$ cat config.mk
export PLATFORM = sky130hd
export DESIGN_NAME = id_ex_alu_ctrl
export DESIGN_NICKNAME = d
export VERILOG_FILES = /design/src/rtl/id_ex_alu_ctrl.sv
export SDC_FILE = /design/constraint.sdc
export NUM_CORES = 1
export LEC_CHECK = 0
export ABC_CLOCK_PERIOD_IN_PS = 2300
export CELL_PAD_IN_SITES_DETAIL_PLACEMENT = 0
export CELL_PAD_IN_SITES_GLOBAL_PLACEMENT = 1
export CORE_ASPECT_RATIO = 0.75
export CORE_MARGIN = 10
export CORE_UTILIZATION = 26
export CTS_BUF_LIST = sky130_fd_sc_hd__clkbuf_4 sky130_fd_sc_hd__clkbuf_8
export DETAILED_ROUTE_END_ITERATION = 10
export PLACE_DENSITY = 0.95
export SLEW_MARGIN = 40
export SYNTH_ARGS = -nofsm -noshare
export SYNTH_HDL_FRONTEND = slang
export SYNTH_SLANG_ARGS = --single-unit
$ cat constraint.sdc
create_clock -name clk -period 2.3 [get_ports clk]
set_input_delay 0.46 -clock clk [delete_from_list [all_inputs] [get_ports clk]]
set_output_delay 0.46 -clock clk [all_outputs]
set_load 0.1 [all_outputs]
$ cat src/rtl/id_ex_alu_ctrl.sv
// ID/EX producer for the execute-stage ALU control: decodes an RV32I word into
// operation/class/operand selects and registers them. Optional trap flag: ALU_CTRL_ILLEGAL_TRAP_EN.
module id_ex_alu_ctrl #(
    parameter logic [3:0] RESET_OP   = 4'd0,
    parameter logic [2:0] RESET_CTRL = 3'd0
) (
    input  logic        clk,
    input  logic        reset,
    input  logic [31:0] instr,
    input  logic        instr_valid,
    input  logic        stall,
    input  logic        flush,
    output logic [3:0]  aluOperation,
    output logic [2:0]  aluControl,
    output logic        use_imm,
    output logic        use_pc,
    output logic        ex_valid,
    output logic        illegal
);

    localparam logic [3:0] OP_ADD  = 4'd0,  OP_SUB  = 4'd1,  OP_AND  = 4'd2,  OP_OR   = 4'd3;
    localparam logic [3:0] OP_XOR  = 4'd4,  OP_SLL  = 4'd5,  OP_SRL  = 4'd6,  OP_SRA  = 4'd7;
    localparam logic [3:0] OP_SLT  = 4'd8,  OP_SLTU = 4'd9,  OP_BEQ  = 4'd10, OP_BNE  = 4'd11;
    localparam logic [3:0] OP_BLT  = 4'd12, OP_BGE  = 4'd13, OP_BLTU = 4'd14, OP_BGEU = 4'd15;

    localparam logic [2:0] C_RTYPE = 3'd0, C_ITYPE = 3'd1, C_LDST  = 3'd2, C_BRANCH = 3'd3;
    localparam logic [2:0] C_JTYPE = 3'd4, C_JALR  = 3'd5, C_LUI   = 3'd6, C_AUIPC  = 3'd7;

    logic [6:0] opcode;
    logic [2:0] funct3;
    logic [6:0] funct7;

    assign opcode = instr[6:0];
    assign funct3 = instr[14:12];
    assign funct7 = instr[31:25];

    // Shared R/I arithmetic map; alt selects SUB/SRA.
    function automatic logic [3:0] arith_op(input logic [2:0] f3, input logic alt);
        case (f3)
            3'b000:  arith_op = alt ? OP_SUB : OP_ADD;
            3'b001:  arith_op = OP_SLL;
            3'b010:  arith_op = OP_SLT;
            3'b011:  arith_op = OP_SLTU;
            3'b100:  arith_op = OP_XOR;
            3'b101:  arith_op = alt ? OP_SRA : OP_SRL;
            3'b110:  arith_op = OP_OR;
            default: arith_op = OP_AND;
        endcase
    endfunction

    logic       f7_legal;
    logic [3:0] dec_op;
    logic [2:0] dec_ctrl;
    logic       dec_imm;
    logic       dec_pc;
    logic       dec_ill;

    assign f7_legal = (funct7 == 7'b0000000) ||
                      ((funct7 == 7'b0100000) && ((funct3 == 3'b000) || (funct3 == 3'b101)));

    always_comb begin
        dec_op   = RESET_OP;
        dec_ctrl = RESET_CTRL;
        dec_imm  = 1'b0;
        dec_pc   = 1'b0;
        dec_ill  = 1'b0;
        case (opcode)
            7'b0110011: begin
                dec_op   = arith_op(funct3, funct7[5]);
                dec_ctrl = C_RTYPE;
                dec_ill  = !f7_legal;
            end
            7'b0010011: begin
                dec_op   = arith_op(funct3, (funct3 == 3'b101) && funct7[5]);
                dec_ctrl = C_ITYPE;
                dec_imm  = 1'b1;
                dec_ill  = ((funct3 == 3'b001) || (funct3 == 3'b101)) && !f7_legal;
            end
            7'b0000011, 7'b0100011: begin
                dec_op   = OP_ADD;
                dec_ctrl = C_LDST;
                dec_imm  = 1'b1;
            end
            7'b1100011: begin
                dec_ctrl = C_BRANCH;
                case (funct3)
                    3'b000:  dec_op = OP_BEQ;
                    3'b001:  dec_op = OP_BNE;
                    3'b100:  dec_op = OP_BLT;
                    3'b101:  dec_op = OP_BGE;
                    3'b110:  dec_op = OP_BLTU;
                    3'b111:  dec_op = OP_BGEU;
                    default: dec_ill = 1'b1;
                endcase
            end
            7'b1101111: begin
                dec_op   = OP_ADD;
                dec_ctrl = C_JTYPE;
                dec_imm  = 1'b1;
                dec_pc   = 1'b1;
            end
            7'b1100111: begin
                dec_op   = OP_ADD;
                dec_ctrl = C_JALR;
                dec_imm  = 1'b1;
                dec_ill  = (funct3 != 3'b000);
            end
            7'b0110111: begin
                dec_op   = OP_ADD;
                dec_ctrl = C_LUI;
                dec_imm  = 1'b1;
            end
            7'b0010111: begin
                dec_op   = OP_ADD;
                dec_ctrl = C_AUIPC;
                dec_imm  = 1'b1;
                dec_pc   = 1'b1;
            end
            default: dec_ill = 1'b1;
        endcase
        // Illegal encodings carry bubble control so EX never acts on them.
        if (dec_ill) begin
            dec_op   = RESET_OP;
            dec_ctrl = RESET_CTRL;
            dec_imm  = 1'b0;
            dec_pc   = 1'b0;
        end
    end

`ifdef ALU_CTRL_ILLEGAL_TRAP_EN
    logic illegal_q;
    assign illegal = illegal_q;
`else
    assign illegal = 1'b0;
`endif

    always_ff @(posedge clk) begin
        if (reset || flush) begin
            aluOperation <= RESET_OP;
            aluControl   <= RESET_CTRL;
            use_imm      <= 1'b0;
            use_pc       <= 1'b0;
            ex_valid     <= 1'b0;
`ifdef ALU_CTRL_ILLEGAL_TRAP_EN
            illegal_q    <= 1'b0;
`endif
        end else if (!stall) begin
            // instr_valid=0 loads a bubble regardless of the instruction bits.
            aluOperation <= instr_valid ? dec_op   : RESET_OP;
            aluControl   <= instr_valid ? dec_ctrl : RESET_CTRL;
            use_imm      <= instr_valid && dec_imm;
            use_pc       <= instr_valid && dec_pc;
`ifdef ALU_CTRL_ILLEGAL_TRAP_EN
            ex_valid     <= instr_valid;
            illegal_q    <= instr_valid && dec_ill;
`else
            ex_valid     <= instr_valid && !dec_ill;
`endif
        end
    end

endmodule

==> results.ini <==
[outcome]
status=finished, final reports clean

[clock_network]
cts_hold_buf=0
cts_sinks=10
ctsHtreeMaxLevel=1
post_cts_resized=0
numCtsBuffers=3
cts_tree=done
cts_buffer_depth=2
root_buffer=clkbuf_4
clk_pin_slew_ns=0.06
postCtsSetupBuffers=0
clock_latency_ns=0.26

[global_route]
grt_max_degree=9
gr-max-usage-layer=met2
grt_pass1_wl_microns=3967
use_met2_pct=14.90
grt_pass1_vias=867
grt-ovfl-total=0
grt_usage_pct=9.343
use_met3_pct=5.234
grt_antenna_before_repair=0
grtUsageMet1_pct=10.90

[power_and_ir_drop]
irDropWorstVdd_v=0.0001774
clkPwrFrac_pct=28.3
cellPowerDensity_mw_per_mm2=369.2
switching_share_pct=27.14
cell_internal_pwr_uw=292.5
p_seq_share_pct=43.2
comb_power_share_pct=28.5
p_leak_nw=0.4359
switchingPower_uw=108.9

[setup_path]
path_delay_family=simple AND/OR/NAND/NOR gates
critical_path.max_fanout=4
path_buf_inv=1
r2r_start=aluOperation[0]$_SDFFE_PP0N_
r2r_cells=1
cp-start-kind=input port
cp_cell_sequence=clkdlybuf4s50_1, or4_4, nor3_2, a211o_2, nand4b_4, o41ai_2
slowest_delay_ns=0.53
cp_slowest_cell=or4_4
cp-end-kind=flop
cp.arrival_ns=2.12
rrSetupSlack_ns=1.68
r2r-end=aluOperation[0]$_SDFFE_PP0N_
path_class=input port to flop
cp.required_ns=2.47
crit_cells=6

[placement]
hpwl_microns=1948
globalplace.congestion=0.7935
placed_area_sq_mm=0.001065
port_buffers=31

[floorplan]
die_x_microns=79.95
die_area_sq_mm=0.005193
core-area_sq_mm=0.002603
die_height_microns=64.96
placementRows=16
start_util_pct=26.92
num_io_pins=48

[final_layout]
final_area_sq_mm=0.001087
antennaDiodeCount=0
drive_gt1_share_pct=23.20
final_nets=164
areaGrowthSynthToFinish_pct=55.18

[logic_synthesis]
postSynthAreaPerCell_sq_um=7.962
syn_area_sq_um=700.7
synth_area_leaders=dfxtp_1 (29%), o21ai_0 (7.1%), nand2_1 (6.4%), a22o_1 (5.0%), a21oi_1 (4.3%)
synth_edf_count=0
async_reset_ff_share_pct=0
ys_seq_area_share_pct=28.57
yosysWarnings=0
ys_seq_elements=10
syn_nets=125
yosysTopAreaCellShare_pct=28.57
ys.flop_type=dfxtp_1
syn-instance-count=88
ys_types=35
yosys.area.top_type=dfxtp_1

[route]
avgViaCountPerCell=5.000
drtIter0Drc=51
drc_errors=0
ant_nets=0
drt_wl_total_microns=2291
firstDrtPassIters=4
via_count=805
wl_per_cell_microns=14.23

[sta]
hold_viol=0
fin_crit_ns=1.952
setup_violations=0
rsz0062_at_grt=false
hold_ws_ns=0.4556
setup_tns_ns=0
maxSlewViolCount=0
fin_skew_ns=0
post-route-period-util_pct=84.87
fmax_mhz=512.3

[min_path]
whs_path_depth=2
hold_class=flop to flop
hold_end=aluControl[2]$_SDFFE_PP0N_
min-delay-start=aluControl[2]$_SDFFE_PP0N_

[job]
cap_viol_max_count=0

## area by class of cell
cell class / count / area [sq um]
clock buffers: 3 / 22.52
fillers: 279 / 1515
inverters: 2 / 7.507
multi-input cells: 71 / 466.7
flip-flops and latches: 10 / 200.2
well taps: 36 / 45.04
repair buffers: 39 / 345.3
## metal layers
| layer | wire, microns | up-vias |
|---|---|---|
| met5 | 0 | - |
| met4 | 21 | 0 |
| met3 | 203 | 2 |
| met2 | 1049 | 29 |
| met1 | 1016 | 374 |
| li1 | - | 400 |
## cells in the final DEF (no fill, tap or decap)
master / netlist / final
conb_1: 1 / 1
or2_2: 1 / 1
and3_4: 1 / 1
nor2b_1: 4 / 4
a32o_1: 1 / 1
xor2_1: 2 / 2
o31ai_1: 1 / 1
nor3_2: 1 / 1
nand4b_1: 1 / 1
a31oi_1: 1 / 1
and3b_1: 2 / 2
o211ai_1: 2 / 2
buf_4: 1 / 18
and4_4: 1 / 1
clkdlybuf4s50_1: 0 / 21
o41ai_2: 1 / 1
nor3_1: 2 / 2
or4_4: 1 / 1
a211o_2: 1 / 1
nor2_1: 5 / 5
nand4b_4: 1 / 1
nand2b_1: 3 / 3
a21oi_1: 6 / 6
nand2_1: 12 / 12
a22o_1: 4 / 4
nor4_1: 1 / 1
o21ai_0: 10 / 10
o2111ai_1: 1 / 1
nand3b_1: 2 / 2
a32oi_1: 1 / 1
clkbuf_4: 0 / 3
a211o_1: 1 / 1
inv_1: 2 / 2
dfxtp_1: 10 / 10
## worst max-delay path by stage
stage / start / endpoint / slack (ns)
detailed placement: instr[28] / aluControl[1]$_SDFFE_PP0N_ / 0.08
finish: instr[28] / aluControl[1]$_SDFFE_PP0N_ / 0.35
global placement: instr[28] / aluControl[1]$_SDFFE_PP0N_ / 0.10
CTS: instr[28] / aluControl[1]$_SDFFE_PP0N_ / 0.35
floorplan: instr[14] / aluOperation[3]$_SDFFE_PP0N_ / 0.58
global route: instr[28] / aluControl[1]$_SDFFE_PP0N_ / 0.24
## Yosys cell counts (all sizes together), types with 3 or more instances
cell type	number
buf	3
dfxtp	10
o21ai	10
nand2b	3
nor3	3
a22o	4
nor2	5
a21oi	6
nand2	12
nor2b	4
## tightest hold or removal path: cells and delay by family, from the launching register on
kind | cells | cell delay [ns]
DFF | 1 | 0.33
and+or+nand+nor | 1 | 0.05
AOI/OAI and AO/OA | 1 | 0.05
## power groups by stage
stage               Combinational, mW  Sequential, mW  Clock [mW]
floorplan                      0.0508           0.179           0
global placement                0.110           0.177           0
detailed placement              0.113           0.177           0
CTS                             0.114           0.173       0.121
global route                    0.125           0.173       0.134
finish                          0.114           0.173       0.113
## flip-flops by register name (all words and copies together), names as in the netlist
name / flops
aluOperation: 4
aluControl: 3
ex_valid: 1
use_imm: 1
use_pc: 1
## stage by stage
step,setup slack [ns],utilization [%],power [mW],cells
after global routing,0.2390,41.78,0.4320,161
after CTS,0.3530,41.78,0.4081,161
final,0.3480,41.78,0.4014,161
after floorplan,0.5804,-,0.2298,88
after detailed placement,0.07535,40.91,0.2906,158
after global placement,0.1022,40.91,0.2874,158
## cell families after synthesis
kind of cell	Yosys count	synth area share, %
and+or+nand+nor	38	34.11
buffers and inverters	7	4.821
AOI/OAI and AO/OA	30	29.47
xor gates and xnor gates	2	2.500
other	1	0.5352
DFF	10	28.57
Power figures use the tool's default switching activity.
